[config.mk]
export PLATFORM = sky130hd
export DESIGN_NAME = ex_stage
export DESIGN_NICKNAME = d
export VERILOG_FILES = /design/src/rtl/ex_stage.sv
export SDC_FILE = /design/constraint.sdc
export NUM_CORES = 1
export LEC_CHECK = 0
export CORE_ASPECT_RATIO = 1.2
export CORE_UTILIZATION = 48
export CTS_CLUSTER_SIZE = 8
export DETAILED_ROUTE_END_ITERATION = 12
export PLACE_DENSITY = 0.81
export SYNTH_ARGS = -nofsm -noshare
export SYNTH_HDL_FRONTEND = slang
export SYNTH_SLANG_ARGS = --single-unit
[constraint.sdc]
create_clock -name clk -period 1.97 [get_ports clk]
set_input_delay 0.2955 -clock clk [delete_from_list [all_inputs] [get_ports clk]]
set_output_delay 0.2955 -clock clk [all_outputs]
set_load 0.02 [all_outputs]
[src/rtl/ex_stage.sv]
// Execute stage: ALU, branch target/condition, and an optional 32-cycle shift-add multiplier.
// Define EX_STAGE_MUL_EN to implement R-type MUL (funct 0x18); otherwise MUL decodes as a NOP.
module ex_stage (
  input  logic        clk,
  input  logic        reset,
  input  logic        valid_in,
  output logic        ready_out,
  input  logic [31:0] pc4_in_f_id,
  input  logic [5:0]  opcode,
  input  logic [31:0] rs_reg_value,
  input  logic [31:0] rt_reg_value,
  input  logic [31:0] i_data,
  input  logic        branch,
  input  logic        mem_read,
  input  logic        mem_to_reg,
  input  logic        mem_write,
  output logic        valid_out,
  output logic [31:0] alu_out,
  output logic [31:0] addr_in,
  output logic [31:0] write_data,
  output logic        rw,
  output logic        mem_read_out,
  output logic        mem_to_reg_out,
  output logic [31:0] ex_add,
  output logic        branch_taken
);

`ifdef EX_STAGE_MUL_EN
  localparam logic MUL_EN = 1'b1;
`else
  localparam logic MUL_EN = 1'b0;
`endif

  typedef enum logic {S_IDLE, S_MUL_BUSY} state_t;

  state_t      r_state;
  state_t      w_state_next;
  logic        w_accept;
  logic        w_legal;
  logic        w_is_mul;
  logic [31:0] w_alu;
  logic [31:0] w_ex_add;
  logic        w_taken;
  logic        w_rw;
  logic [31:0] w_prod_next;

  logic        r_valid;
  logic [31:0] r_alu;
  logic [31:0] r_wdata;
  logic [31:0] r_ex_add;
  logic        r_rw;
  logic        r_taken;
  logic        r_mr;
  logic        r_m2r;

  // Multiplier working registers plus the instruction's side outputs, held until completion
  logic [31:0] r_mcand;
  logic [31:0] r_mplier;
  logic [31:0] r_prod;
  logic [4:0]  r_count;
  logic [31:0] r_mul_wdata;
  logic [31:0] r_mul_ex_add;
  logic [3:0]  r_mul_ctl;

  assign w_accept = valid_in & ready_out;

  always_comb begin
    w_alu    = '0;
    w_legal  = 1'b1;
    w_is_mul = 1'b0;
    case (opcode)
      6'h00: begin
        case (i_data[5:0])
          6'h20: w_alu = rs_reg_value + rt_reg_value;
          6'h22: w_alu = rs_reg_value - rt_reg_value;
          6'h24: w_alu = rs_reg_value & rt_reg_value;
          6'h25: w_alu = rs_reg_value | rt_reg_value;
          6'h2A: w_alu = {31'b0, $signed(rs_reg_value) < $signed(rt_reg_value)};
          6'h18: begin
            if (MUL_EN) w_is_mul = 1'b1;
            else        w_legal  = 1'b0;
          end
          default: w_legal = 1'b0;
        endcase
      end
      6'h08, 6'h23, 6'h2B: w_alu = rs_reg_value + i_data;
      6'h04:               w_alu = rs_reg_value - rt_reg_value;
      default:             w_legal = 1'b0;
    endcase
  end

  assign w_ex_add    = pc4_in_f_id + {i_data[29:0], 2'b00};
  assign w_taken     = w_legal & branch & (rs_reg_value == rt_reg_value);
  assign w_rw        = w_legal & mem_write;
  assign w_prod_next = r_prod + (r_mplier[0] ? r_mcand : 32'd0);

  always_ff @(posedge clk or negedge reset) begin
    if (!reset) r_state <= S_IDLE;
    else        r_state <= w_state_next;
  end

  always_comb begin
    w_state_next = r_state;
    ready_out    = 1'b0;
    case (r_state)
      S_IDLE: begin
        ready_out = 1'b1;
        if (w_accept && w_is_mul) w_state_next = S_MUL_BUSY;
      end
      S_MUL_BUSY: begin
        if (r_count == 5'd31) w_state_next = S_IDLE;
      end
      default: w_state_next = S_IDLE;
    endcase
  end

  always_ff @(posedge clk or negedge reset) begin
    if (!reset) begin
      r_valid      <= 1'b0;
      r_alu        <= '0;
      r_wdata      <= '0;
      r_ex_add     <= '0;
      r_rw         <= 1'b0;
      r_taken      <= 1'b0;
      r_mr         <= 1'b0;
      r_m2r        <= 1'b0;
      r_mcand      <= '0;
      r_mplier     <= '0;
      r_prod       <= '0;
      r_count      <= '0;
      r_mul_wdata  <= '0;
      r_mul_ex_add <= '0;
      r_mul_ctl    <= '0;
    end else if (r_state == S_IDLE) begin
      if (w_accept && w_is_mul) begin
        r_valid      <= 1'b0;
        r_mcand      <= rs_reg_value;
        r_mplier     <= rt_reg_value;
        r_prod       <= '0;
        r_count      <= '0;
        r_mul_wdata  <= rt_reg_value;
        r_mul_ex_add <= w_ex_add;
        r_mul_ctl    <= {w_rw, w_taken, mem_read, mem_to_reg};
      end else if (w_accept) begin
        r_valid  <= 1'b1;
        r_alu    <= w_alu;
        r_wdata  <= rt_reg_value;
        r_ex_add <= w_ex_add;
        r_rw     <= w_rw;
        r_taken  <= w_taken;
        r_mr     <= mem_read;
        r_m2r    <= mem_to_reg;
      end else begin
        r_valid <= 1'b0;
      end
    end else begin
      r_prod   <= w_prod_next;
      r_mcand  <= r_mcand << 1;
      r_mplier <= r_mplier >> 1;
      r_count  <= r_count + 5'd1;
      // Final iteration: publish the product together with the held side outputs
      if (r_count == 5'd31) begin
        r_valid  <= 1'b1;
        r_alu    <= w_prod_next;
        r_wdata  <= r_mul_wdata;
        r_ex_add <= r_mul_ex_add;
        {r_rw, r_taken, r_mr, r_m2r} <= r_mul_ctl;
      end
    end
  end

  assign valid_out      = r_valid;
  assign alu_out        = r_alu;
  assign addr_in        = r_alu;
  assign write_data     = r_wdata;
  assign ex_add         = r_ex_add;
  assign rw             = r_rw;
  assign branch_taken   = r_taken;
  assign mem_read_out   = r_mr;
  assign mem_to_reg_out = r_m2r;

endmodule
==> flow_summary_export.csv, run 1 <==
group,metric,value,unit
floorplan,die_h,180,µm
floorplan,ioPinCount,275,
floorplan,start_util,0.494,
place,gp_congestion,0.976,
global_route,grt.total_usage,0.761,
sta,endpoint_type,"register data pin",
floorplan,std_cell_rows,64,
clock_network,root_buffer,"clkbuf_16",
clock_network,cts.sinks,107,
logic_synthesis,synth_edf_count,0,
outcome,run.stop_error,"[ERROR GRT-0232] Routing congestion too high. Check the congestion heatmap in the GUI.",
logic_synthesis,ys_seq_elements,107,
floorplan,die-width,150,µm
clock_network,cts_buffers,9,
logic_synthesis,syn_area_per_cell,7.88,µm²
logic_synthesis,ys.flop_type,"dfrtp_1",
logic_synthesis,synth_warnings,0,
logic_synthesis,yosysSeqAreaShare,0.211,
place,dpl_cell_area,19900,µm²
outcome,status,"did not finish",
logic_synthesis,synthCells,1610,
global_route,grt_max_degree,62,
logic_synthesis,async_reset_ff_frac,1.00,
logic_synthesis,synth.distinct_cells,100,
outcome,stop_stage,"global routing",
place,dp.cells,2656,
clock_network,cts_buffer_depth,2,
logic_synthesis,synth_nets,1922,
place,hpwlAfterDp,45.8,mm
place,io_buffers,274,
logic_synthesis,syn_area,12700,µm²
global_route,grt_overflow,33,
sta,worstEndpointGrtRepair,"ex_add[30]$_DFFE_PN0P_/D",
clock_network,cts_max_level,3,
[cell families after synthesis]
kind of cell / Yosys count / synth area share
buffers and inverters: 220 / 0.0830
AOI/OAI and AO/OA: 559 / 0.292
DFF: 107 / 0.211
muxes: 13 / 0.0104
xor gates and xnor gates: 102 / 0.0704
adders and majority gates: 171 / 0.171
and+or+nand+nor: 438 / 0.163
[synthesized netlist by cell type (35+ instances only)]
library cell  number  area share
xor2_1            35       0.024
o21ai_0           99       0.039
a21oi_1          148       0.058
xnor2_1           67       0.046
o31ai_1           46       0.027
nor2_1           113       0.033
a21o_1            44       0.026
inv_1            110       0.033
clkbuf_1          52       0.015
dfrtp_1          107        0.21
ha_1             167        0.16
nand2_1          160       0.047
[routing by layer]
layer | GRT usage | overflow
met1 | 0.762 | 0
met2 | 0.928 | 15
met3 | 0.593 | 0
met4 | 0.773 | 18
met5 | 0.224 | 0
[what timing repair did]
item	4_1_cts
setup endpoints to repair	74
hold buffers	1
endpoints found under the hold margin	21
buffers inserted	79
gates resized for setup	637
pin swaps	246
[metrics by stage]
stage / util / setup slack, ns / TNS, ns
3_5_place_dp: 0.773 / -1.71 / -71.86
3_3_place_gp: 0.773 / -1.67 / -68.36
2_1_floorplan: - / -0.806 / -18.68
4_1_cts: 0.874 / -0.817 / -20.36
==> inputs of run 2 (changes only) <==
==> config.mk (replaced) <==
export PLATFORM = sky130hd
export DESIGN_NAME = ex_stage
export DESIGN_NICKNAME = d
export VERILOG_FILES = /design/src/rtl/ex_stage.sv
export SDC_FILE = /design/constraint.sdc
export NUM_CORES = 1
export LEC_CHECK = 0
export CORE_UTILIZATION = 40
export DETAILED_ROUTE_END_ITERATION = 12
export PLACE_DENSITY_LB_ADDON = 0.15
export SYNTH_ARGS = -nofsm -noshare
export SYNTH_HDL_FRONTEND = slang
export SYNTH_SLANG_ARGS = --single-unit
==> constraint.sdc (replaced) <==
create_clock -name clk -period 2.55 [get_ports clk]
set_input_delay 0.3825 -clock clk [delete_from_list [all_inputs] [get_ports clk]]
set_output_delay 0.3825 -clock clk [all_outputs]
set_load 0.02 [all_outputs]
==> run 2 against run 1 <==
The flow now finishes, with violations (negative setup slack); synthesized cell count unchanged; area after synthesis unchanged.
==> flow_summary_export.csv, run 2 <==
group,metric,value,unit
logic_synthesis,synth.distinct_cells,100,
logic_synthesis,synth_area_leaders,"dfrtp_1 (21%), ha_1 (16%), a21oi_1 (5.8%), nand2_1 (4.7%), xnor2_1 (4.6%)",
critical_path,r2r-end,"addr_in[0]",
critical_path,r2r_cells,9,
power_and_ir_drop,p_leak,0.0102,µW
layout,finalInstanceArea,22200,µm²
global_route,grt.total_usage,0.343,
sta,hold_ws,0.335,ns
layout,seq_area,2680,µm²
logic_synthesis,synthMuxAreaShare,0.0104,
layout,final_nets,2684,
critical_path,path_max_fanout,3,
layout,fill_cells,2406,
sta,rsz0062_at_grt,"true",
floorplan,core,30900,µm²
critical_path,r2r_start,"r_count[0]",
logic_synthesis,yosysTopAreaCellShare,0.211,
hold_path,hold_end,"write_data[6]",
routing,routed-via-count,15653,
sta,tns,-1.85,ns
routing,ant_nets,0,
outcome,violations,"negative setup slack",
logic_synthesis,synth_warnings,0,
sta,skew,0.0116,ns
global_route,grt_overflow,0,
clock_network,root_buffer,"clkbuf_16",
clock_network,cts_max_level,3,
clock_network,insertion_delay,0.39,ns
layout,final_common_cell,"buf_4",
critical_path,reg2reg_slack,0.38,ns
critical_path,critical-path-top-delay-family,"compound AO/OA/AOI/OAI gates",
logic_synthesis,yosysMostFrequentCell,"ha_1",
routing,wl_per_cell,20.8,µm
critical_path,cp-end-kind,"flop",
critical_path,critical_path_required,2.83,ns
power_and_ir_drop,p_per_area,368,nW/µm²
logic_synthesis,synthCells,1610,
sta,report.final.slew_viol_count,0,
logic_synthesis,syn_area_per_cell,7.88,µm²
global_route,grt_pass1_wl,87.4,mm
sta,hold_viol_final,0,
global_route,grt_max_degree,68,
clock_network,cts_buffer_depth,2,
critical_path,critPathBufInv,2,
logic_synthesis,async_reset_ff_frac,1.00,
clock_network,path_clk_slew,0.09,ns
job,maxCapViolations,0,
global_route,first_global_vias,15536,
logic_synthesis,synth_edf_count,0,
layout,syn_to_final_growth,74.9,%
sta,fin_crit,2.79,ns
critical_path,crit_type,"primary input to flop",
hold_path,hold_depth,4,
routing,viasPerCell,5.64,
place,dpl_cell_area,19500,µm²
power_and_ir_drop,ir_drop,0.000433,V
critical_path,critPathLaunch,"rs_reg_value[1]",
place,gp_congestion,0.941,
floorplan,die-width,180,µm
clock_network,cts_buffers,9,
logic_synthesis,synth_compound_area_frac,0.292,
critical_path,cp_cell_sequence,"buf_8, buf_6, fa_2, a211oi_2, o21ai_1, a21oi_2, o31a_4, o31ai_4, a311o_1, a311oi_2, xor2_1, o32ai_1, a211o_1",
critical_path,critPathMaxStageDelay,0.42,ns
hold_path,min_path_type,"primary input to flop",
power_and_ir_drop,total_power,8180,µW
logic_synthesis,syn_area,12700,µm²
sta,fmax,358,MHz
logic_synthesis,ys.flop_type,"dfrtp_1",
logic_synthesis,synthSimpleGateAreaFrac,0.163,
sta,setup_viol,23,
routing,dr.pass1.iters,6,
floorplan,die-area,32400,µm²
logic_synthesis,yosysTopAreaCell,"dfrtp_1",
place,io_buffers,274,
clock_network,tritoncts,"built",
place,hpwlAfterDp,44.0,mm
floorplan,die_h,180,µm
layout,multi_input_area,10900,µm²
logic_synthesis,yosysSeqAreaShare,0.211,
routing,drt_iter0_drc,1219,
logic_synthesis,synth_fa_ha_area_frac,0.171,
global_route,antenna_found_initial,1,
outcome,status,"complete, but fails checks",
critical_path,crit_arrival,3.07,ns
layout,layout_common_cells,"buf_4 (530), clkdlybuf4s50_1 (185), nand2_1 (156), dfrtp_1 (107), a21oi_1 (100)",
logic_synthesis,synthTopCellsByCount,"ha_1 (167), nand2_1 (160), a21oi_1 (148)",
floorplan,ioPinCount,275,
routing,post-route-drc-count,0,
sta,min_period_over_period,1.10,
logic_synthesis,synthXorXnorAreaFrac,0.0704,
routing,drt_wl_total,57.8,mm
logic_synthesis,synth_nets,1922,
floorplan,start_util,0.411,
critical_path,cp_slowest_cell,"fa_2",
critical_path,cp-start-kind,"primary input",
floorplan,std_cell_rows,64,
clock_network,cts.sinks,107,
layout,post_route_cells_drive_above_1_share,0.409,
logic_synthesis,synth_top_family_by_area,"compound AO/OA/AOI/OAI gates",
sta,timing.final.ws_setup,-0.243,ns
hold_path,min-delay-start,"rt_reg_value[6]",
logic_synthesis,ys_seq_elements,107,
sta,relSlewSlack,0.458,
sta,tightest_slew,0.814,ns
[run 2: cell counts after synthesis]
No cell type changed its count.
[run 2: how the worst max path moves through the flow]
stage | endpoint | depth (start not counted)
after global placement | addr_in[30] | 13
after CTS | addr_in[30] | 13
after global routing | addr_in[30] | 13
final | addr_in[30] | 13
after floorplan | addr_in[30] | 12
after detailed placement | addr_in[30] | 13
[run 2: cell type report]
type,instances,area share
inverter,112,0.0205
clock buffer,10,0.0108
tap,396,0.0223
timing repair buffer,859,0.331
antenna,1,0.000113
clock inverter,6,0.00214
multi-input combinational,1283,0.492
sequential,107,0.121
[run 2: cells by family (layout without fill, tap and decap cells)]
kind of cell	Yosys count	in the layout
AO/OA/AOI/OAI	559	559
AND/OR/NAND/NOR	438	438
buffers and inverters	220	987
adder cells (fa/ha/maj)	171	171
flip-flops	107	107
XOR/XNOR	102	102
multiplexers	13	13
other	0	1
[run 2: what timing repair did]
item,in CTS,in global routing
setup buffers,54,34
setup endpoints to repair,48,36
pin swaps,174,149
hold endpoints to repair,13,0
hold buffers,1,0
gates resized for setup,449,187
[run 2: worst reg2reg max path, delay by kind of cell (launching register included)]
kind            cells  cell delay, ns
compound gates      3            0.50
fa+ha+maj           2            0.45
buf+inv             1            0.31
flops               1            0.41
simple gates        3            0.42
[run 2: routing by layer]
metal	up-vias	GRT usage	share of wire
met4	0	0.120	0.035
met2	633	0.584	0.47
li1	7296	-	-
met5	-	0	0
met3	120	0.0469	0.062
met1	7604	0.444	0.43
[run 2: stage by stage]
stage,util,std cells,worst slack (ns)
2_1_floorplan,-,1610,-0.313
3_3_place_gp,0.630,2682,-1.14
3_5_place_dp,0.630,2682,-1.17
4_1_cts,0.691,2748,-0.240
5_1_grt,0.718,2774,-0.354
6_report,0.718,2774,-0.243
[run 2: report_power, final]
| group | total, µW | leakage, µW | switching [µW] | internal (µW) |
|---|---|---|---|---|
| clock | 1520 | 0.000139 | 815 | 702 |
| combinational | 4720 | 0.00864 | 2350 | 2370 |
| sequential | 1940 | 0.00137 | 93.5 | 1850 |
| total | 8180 | 0.0102 | 3260 | 4920 |
Power figures use the tool's default switching activity.
==> RTL edit, RTL diff (settings of run 2) <==
The option `EX_STAGE_MUL_EN` is turned on by a define.
--- a/src/rtl/ex_stage.sv
+++ b/src/rtl/ex_stage.sv
@@ -2,2 +2,4 @@
 // Define EX_STAGE_MUL_EN to implement R-type MUL (funct 0x18); otherwise MUL decodes as a NOP.
+`define EX_STAGE_MUL_EN
+
 module ex_stage (
Check against the original RTL: not equivalent (Yosys sat finds a counterexample within 4 cycles, from zero or initial values and one cycle with reset low).
==> RTL edit against run 2 <==
- the flow still finishes with violations (negative setup slack)
- area after synthesis rose by 67%
- wire length increased by 60%
- sequential cell count up 164
- combinational power up 100%
- cell area is 55% higher
- worst setup slack lost 0.32 ns
- clock power rose to 3.4 times the old value
- critical path depth grew 2
- power grew 140%
- sequential power rose to 2.6 times the old value
- register-to-register slack worse by 0.95 ns
- critical path type is now register to register
- critical endpoint is now addr_in[31]
==> RTL edit: results (changes against run 2) <==
| Metric | Value |
|---|---|
| CTS clock-pin slew for the worst setup and hold paths | `0.06 ns (-0.03 ns)` |
| Slowest CP cell | `dfrtp_1` |
| Post-Route Setup TNS | `-14.96 ns (-13.11 ns)` |
| Top post-synthesis cells by area | `dfrtp_1 (32%), ha_1 (12%), a21oi_1 (6.3%)` |
| Total GRT Usage | `33.5% (-0.81 points)` |
| DP HPWL | `72700 µm (+65%)` |
| FF-to-FF setup slack | `-0.57 ns (-0.95 ns)` |
| Nets | `3951 (+47%)` |
| Clock buffer depth | `3 (+1)` |
| Syn_nets | `2976 (+55%)` |
| Violated checks | `negative setup slack` |
| Run status | `finished, violations left` |
| CP Launch Type | `register` |
| Post-synthesis sequential area ratio | `31.9% (+11 points)` |
| DR iter-0 viols | `1771 (+45%)` |
| First-pass GRT wire length | `138000 µm (+58%)` |
| Worst setup margin | `-0.566 ns (-0.322 ns)` |
| Worst hold endpoint | `write_data[1]` |
| R2R Path End | `addr_in[31]` |
| Routed wire per std cell | `21.4 µm (+2.5%)` |
| Vias in the first global route | `23589 (+52%)` |
| Count of cell types in the netlist | `87 (-13%)` |
| Initial antenna violation count | `0 (-1)` |
| Leak Pwr | `15.6 nW (+53%)` |
| Setup violators final | `49 (+110%)` |
| Skew-Pair Late Insertion Delay | `0.57 ns (+0.18 ns)` |
| Post-synthesis adder-cell area fraction | `12.1% (-5.0 points)` |
| Worst hold path startpoint | `rt_reg_value[1]` |
-- RTL edit: worst max-delay path by stage --
stage / depth (start not counted) / slack [ns] / end
after detailed placement: 13 / -1.33 / addr_in[31]
after floorplan: 12 / -0.31 / addr_in[21]
after global routing: 15 / -0.65 / addr_in[31]
after CTS: 14 / -0.54 / r_prod[24]
final: 15 / -0.57 / addr_in[31]
after global placement: 14 / -1.31 / addr_in[23]
-- RTL edit: logic make-up after synthesis --
logic type	after synthesis
AND/OR/NAND/NOR	815
adder cells (fa/ha/maj)	203
XOR/XNOR	131
multiplexers	47
buffers and inverters	285
flip-flops	271
AO/OA/AOI/OAI	880
-- RTL edit: layout make-up --
cell class	count	area (µm²)	share of cell area [%]
Clock buffer	48	943	2.74
Timing Repair Buffer	1110	9430	27.4
Inverter	114	480	1.39
Clock inverter	14	223	0.646
Tap cell	688	861	2.50
Multi-Input combinational cell	2076	15700	45.7
Sequential cell	271	6790	19.7
-- RTL edit: metal layers --
layer	vias up	wire length (µm)	GRT usage, %
met5	-	0	0
met3	144	5660	4.23
met1	11698	41800	46.9
met2	775	42400	53.9
met4	0	2430	9.33
li1	11270	-	-
-- RTL edit: timing repair --
action,4_1_cts,5_1_grt
setup buffers,48,24
gates resized for setup,345,218
pin swaps,142,131
hold buffers,1,0
endpoints found under the hold margin,47,0
setup endpoints to repair,99,122
-- RTL edit: worst max-delay path: cells and delay by family, from the launching register on --
family,cells,cell delay [ns]
flip-flops,1,0.40
buffers and inverters,3,0.50
AO/OA/AOI/OAI,8,1.51
AND/OR/NAND/NOR,2,0.22
XOR/XNOR,1,0.17
adder cells (fa/ha/maj),1,0.23
-- RTL edit: power by group --
part / leakage [nW] / internal [mW] / switching (mW) / total [mW]
Clock: 0.562 / 3.11 / 2.05 / 5.16
Sequential: 3.21 / 4.72 / 0.304 / 5.03
Combinational: 11.8 / 4.76 / 4.69 / 9.46
Total: 15.6 / 12.6 / 7.05 / 19.6
-- RTL edit: metrics by stage --
step	hold slack (ns)	setup slack [ns]	std cells	area (µm²)	utilization, %
after CTS	0.170	-0.542	4304	33500	63.8
after detailed placement	0.342	-1.33	4200	30800	58.6
after global routing	0.189	-0.653	4321	34500	65.6
after floorplan	0.0869	-0.311	2632	21900	-
final	0.193	-0.566	4321	34500	65.6
after global placement	0.337	-1.31	4200	30800	58.6
